## src/rtl/apb_master_bridge.sv

```systemverilog
// APB requester: turns single valid/ready commands into SETUP/ACCESS transfers,
// returning one response per command with optional ACCESS-phase timeout.
module apb_master_bridge #(
  parameter int unsigned ADDR_WIDTH     = 32,
  parameter int unsigned DATA_WIDTH     = 8,
  parameter int unsigned TIMEOUT_CYCLES = 16,
  parameter int unsigned CNT_WIDTH      = 16
) (
  input  logic                  pclk,
  input  logic                  presetn,
  input  logic                  cmd_valid,
  output logic                  cmd_ready,
  input  logic                  cmd_write,
  input  logic [ADDR_WIDTH-1:0] cmd_addr,
  input  logic [DATA_WIDTH-1:0] cmd_wdata,
  output logic                  rsp_valid,
  output logic [DATA_WIDTH-1:0] rsp_rdata,
  output logic                  rsp_err,
  output logic                  rsp_timeout,
  output logic                  psel,
  output logic                  penable,
  output logic                  pwrite,
  output logic [ADDR_WIDTH-1:0] paddr,
  output logic [DATA_WIDTH-1:0] pwdata,
  input  logic                  pready,
  input  logic [DATA_WIDTH-1:0] prdata,
  input  logic                  pslverr,
  output logic [CNT_WIDTH-1:0]  xfer_count,
  output logic [CNT_WIDTH-1:0]  err_count
);

  localparam int unsigned TW = (TIMEOUT_CYCLES > 1) ? $clog2(TIMEOUT_CYCLES) : 1;
  localparam logic [TW-1:0] TLAST = TW'((TIMEOUT_CYCLES > 0) ? TIMEOUT_CYCLES - 1 : 0);
  localparam bit TO_EN = (TIMEOUT_CYCLES > 0);

  typedef enum logic [1:0] {IDLE, SETUP, ACCESS} state_e;

  state_e                state_q, state_d;
  logic                  psel_q, psel_d;
  logic                  penable_q, penable_d;
  logic                  pwrite_q, pwrite_d;
  logic [ADDR_WIDTH-1:0] paddr_q, paddr_d;
  logic [DATA_WIDTH-1:0] pwdata_q, pwdata_d;
  logic                  rsp_valid_q, rsp_valid_d;
  logic [DATA_WIDTH-1:0] rsp_rdata_q, rsp_rdata_d;
  logic                  rsp_err_q, rsp_err_d;
  logic                  rsp_timeout_q, rsp_timeout_d;
  logic [CNT_WIDTH-1:0]  xfer_q, xfer_d;
  logic [CNT_WIDTH-1:0]  errc_q, errc_d;
  logic [TW-1:0]         tcnt_q, tcnt_d;
  logic                  accept;

  assign cmd_ready   = (state_q == IDLE) && presetn;
  assign accept      = cmd_valid && cmd_ready;
  assign psel        = psel_q;
  assign penable     = penable_q;
  assign pwrite      = pwrite_q;
  assign paddr       = paddr_q;
  assign pwdata      = pwdata_q;
  assign rsp_valid   = rsp_valid_q;
  assign rsp_rdata   = rsp_rdata_q;
  assign rsp_err     = rsp_err_q;
  assign rsp_timeout = rsp_timeout_q;
  assign xfer_count  = xfer_q;
  assign err_count   = errc_q;

  always_comb begin
    state_d       = state_q;
    psel_d        = psel_q;
    penable_d     = penable_q;
    pwrite_d      = pwrite_q;
    paddr_d       = paddr_q;
    pwdata_d      = pwdata_q;
    rsp_valid_d   = 1'b0;
    rsp_rdata_d   = rsp_rdata_q;
    rsp_err_d     = rsp_err_q;
    rsp_timeout_d = rsp_timeout_q;
    xfer_d        = xfer_q;
    errc_d        = errc_q;
    tcnt_d        = tcnt_q;
    case (state_q)
      IDLE: begin
        if (accept) begin
          pwrite_d = cmd_write;
          paddr_d  = cmd_addr;
          pwdata_d = cmd_wdata;
          psel_d   = 1'b1;
          tcnt_d   = '0;
          state_d  = SETUP;
        end
      end
      SETUP: begin
        penable_d = 1'b1;
        state_d   = ACCESS;
      end
      ACCESS: begin
        tcnt_d = tcnt_q + TW'(1);
        // pready has priority over a timeout expiring in the same cycle
        if (pready || (TO_EN && (tcnt_q == TLAST))) begin
          rsp_valid_d   = 1'b1;
          rsp_err_d     = pready ? pslverr : 1'b1;
          rsp_timeout_d = !pready;
          rsp_rdata_d   = (pready && !pwrite_q && !pslverr) ? prdata : '0;
          psel_d        = 1'b0;
          penable_d     = 1'b0;
          state_d       = IDLE;
          xfer_d        = (xfer_q == '1) ? xfer_q : xfer_q + CNT_WIDTH'(1);
          if (!pready || pslverr) begin
            errc_d = (errc_q == '1) ? errc_q : errc_q + CNT_WIDTH'(1);
          end
        end
      end
      default: state_d = IDLE;
    endcase
  end

  always_ff @(posedge pclk) begin
    if (!presetn) begin
      state_q       <= IDLE;
      psel_q        <= 1'b0;
      penable_q     <= 1'b0;
      pwrite_q      <= 1'b0;
      paddr_q       <= '0;
      pwdata_q      <= '0;
      rsp_valid_q   <= 1'b0;
      rsp_rdata_q   <= '0;
      rsp_err_q     <= 1'b0;
      rsp_timeout_q <= 1'b0;
      xfer_q        <= '0;
      errc_q        <= '0;
      tcnt_q        <= '0;
    end else begin
      state_q       <= state_d;
      psel_q        <= psel_d;
      penable_q     <= penable_d;
      pwrite_q      <= pwrite_d;
      paddr_q       <= paddr_d;
      pwdata_q      <= pwdata_d;
      rsp_valid_q   <= rsp_valid_d;
      rsp_rdata_q   <= rsp_rdata_d;
      rsp_err_q     <= rsp_err_d;
      rsp_timeout_q <= rsp_timeout_d;
      xfer_q        <= xfer_d;
      errc_q        <= errc_d;
      tcnt_q        <= tcnt_d;
    end
  end

endmodule

```

## config.mk

```make
export PLATFORM = sky130hd
export DESIGN_NAME = apb_master_bridge
export DESIGN_NICKNAME = d
export VERILOG_FILES = /design/src/rtl/apb_master_bridge.sv
export SDC_FILE = /design/constraint.sdc
export NUM_CORES = 1
export LEC_CHECK = 0
export BUFFER_PORTS_ARGS = -buffer_cell sky130_fd_sc_hd__buf_2
export CORE_MARGIN = 3
export CORE_UTILIZATION = 45
export DETAILED_ROUTE_END_ITERATION = 7
export PLACE_DENSITY_LB_ADDON = 0.2
export SYNTH_ARGS = -nofsm -noshare
export SYNTH_HDL_FRONTEND = slang
export SYNTH_SLANG_ARGS = --single-unit
export TNS_END_PERCENT = 5
```

## constraint.sdc

```tcl
create_clock -name pclk -period 3.23 [get_ports pclk]
set_clock_uncertainty 0.1 [all_clocks]
set_input_delay 0.646 -clock pclk [delete_from_list [all_inputs] [get_ports pclk]]
set_output_delay 0.646 -clock pclk [all_outputs]
set_load 0.05 [all_outputs]
```

==> results.txt <==
num ports -> 141
RSZ-0062 raised after global routing -> no
post-synthesis sequential area ratio -> 0.492
total CTS buffers -> 9
WL met2 -> 4400 um
CTS tree -> done
largest family of logic cells by synthesized area -> simple AND/OR/NAND/NOR gates
Root Buffer -> clkbuf_8
final setup vio count -> 0
Critical Path Start -> tcnt_q[0]
Die Wd -> 97.2 um
Core Area -> 0.00789 mm^2
ys async rst share -> 0
maximum operating frequency -> 420 MHz
multiplexer area fraction after synthesis -> 0.0140
commonest non-fill, non-tap cell in the layout -> buf_2
CTS sink count -> 92
top layer in use -> met4
Clock Path Buffers -> 2
syn avg cell area -> 8.54 um^2
WP data required -> 3.43 ns
Peak VDD IR -> 262 uV
fillcell total -> 734
met1 WL -> 4150 um
number of flops mapped to enable cells by yosys -> 0
Post CTS Setup Buffer Count -> 0
Area Growth Syn to Fin -> 27.3%
Slew @ Worst Pin -> 1.13 ns
H-tree depth -> 3
layout cells sized above 1 -> 0.293
cell count after synthesis -> 438
Max FO, Critical Path -> 20
via count -> 3660
Tmin final -> 2.38 ns
final max-slew violation count -> 0
worst slack, placed -> 0.554 ns
Arr. time, crit path -> 2.58 ns
placement row count -> 32
type of the tightest min-delay check -> reg -> reg
Leak -> 2.00 nW
WL met3 -> 709 um
complex-gate fraction of the synthesized area -> 0.203
Worst Setup End Kind -> register
initial antenna violation count -> 0
clk slew on worst S/H paths -> 0.09 ns
pwr/cell area -> 516 mW/mm^2
TNS Setup -> 0 ns
clock latency on the worst-skew pair -> 0.35 ns
post-synthesis simple-gate area fraction -> 0.247
first-pass GRT wire length -> 15300 um
Detailed Route Iter0 Violations -> 119
Starting Density -> 0.474
routability cong. -> 0.801
HPWL Detailed -> 6680 um
critical path class -> reg -> reg
PortBufs -> 140
Vias per Instance -> 5.42
vias in the first global route -> 3291
commonest cells after routing, fill and taps aside -> 140 x buf_2, 95 x nand2_1, 92 x dfxtp_1
Hold-fix buffers, CTS -> 0
R2R Path Start -> tcnt_q[0]
status -> complete, no violations
drt first pass iters -> 4
Routed WL per cell -> 13.9 um
Syn Nets -> 495
Synth Cell Area -> 0.00374 mm^2
post-cts gate resize count -> 0
Worst Slack Setup Final -> 0.848 ns
antenna viol nets, final -> 0
adder and majority gate portion of the synthesized area -> 0.0100
number of synthesized register bits -> 92
Synth cell types -> 45
final hold violations -> 0
Tot GR Track Use -> 0.191
ys flop type -> dfxtp_1
Synth Warn # -> 0
post-synthesis xor/xnor area fraction -> 0
Die H -> 97.2 um
Nets -> 625
antenna cells -> 0
Worst slew margin -> 0.242
period utilization -> 0.737
fin util -> 0.604
largest net degree at the start of global routing -> 55
Congestion Overflow GR -> 0
Post-route DRC -> 0
Min Hold Slack -> 0.357 ns
max_cap viols -> 0
routed wire length -> 9380 um
hold path start -> paddr[30]
Die ar. -> 0.00944 mm^2
CP Launch Type -> register
-- power by group --
group          switching, W  total (W)  internal (W)
clock network      0.000414    0.00101      0.000598
logic              0.000195   0.000265     0.0000709
registers         0.0000174    0.00118       0.00116
-- layer usage --
| metal | vias to the layer above | GRT usage |
|---|---|---|
| met5 | - | 0 |
| met4 | 0 | 0.0594 |
| met3 | 11 | 0.0675 |
| met2 | 97 | 0.310 |
| met1 | 1701 | 0.237 |
| li1 | 1851 | - |
-- worst max-delay path, cell delays in order, from the launching register on --
cell and delay, ns:
dfxtp_1 0.39, ha_1 0.23, a31o_2 0.23, nand2_1 0.36, nor4_2 0.80, a22o_1 0.23
-- layout make-up --
class                   instances  area [um^2]  area share
multi-input cells             316         1780       0.373
clock inverters                 7          145      0.0305
flip-flops and latches         92         1840       0.387
well taps                     102          128      0.0268
clock buffers                   9          124      0.0260
inverters                       5         18.8     0.00394
repair buffers                144          731       0.153
-- metrics by stage --
stage          std cells  power [W]  area (um^2)
5_1_grt              675    0.00256         4760
3_5_place_dp         659    0.00148         4490
6_report             675    0.00246         4760
3_3_place_gp         659    0.00147         4490
4_1_cts              675    0.00248         4760
2_1_floorplan        438    0.00139         3740
-- flip-flops by register name, indices dropped and copies added, names as in the netlist --
register and flops:
rsp_timeout 1, rsp_rdata 8, rsp_valid 1, err_count 16, psel 1, paddr 32, state_q 2, pwrite 1
xfer_count 16, pwdata 8, penable 1, rsp_err 1, tcnt_q 4
-- synthesized netlist by cell type (8+ instances only) --
library cell / number / area (um^2)
clkbuf_1: 21 / 78.8
nand3_1: 11 / 55.1
nor2_1: 14 / 52.6
a22o_1: 8 / 70.1
o21ai_0: 8 / 40.0
nand4_1: 10 / 62.6
nand2_1: 95 / 357
dfxtp_1: 92 / 1840
o31ai_1: 17 / 128
a21oi_1: 70 / 350
or4_1: 17 / 128
-- path summary, 6_finish.rpt --
path	slack, ns	to	cells after the start
min reg2reg	0.36	paddr[30]	2
max reg2reg	0.85	rsp_rdata[7]	5
max	0.85	rsp_rdata[7]	5
min	0.36	paddr[30]	2
-- logic make-up (layout without fill, tap and decap cells) --
kind of cell	Yosys count	after routing
buffers and inverters	30	165
adders and majority gates	3	3
AOI/OAI and AO/OA	124	124
and+or+nand+nor	184	184
DFF	92	92
muxes	5	5
(Power assumes the default switching activity.)
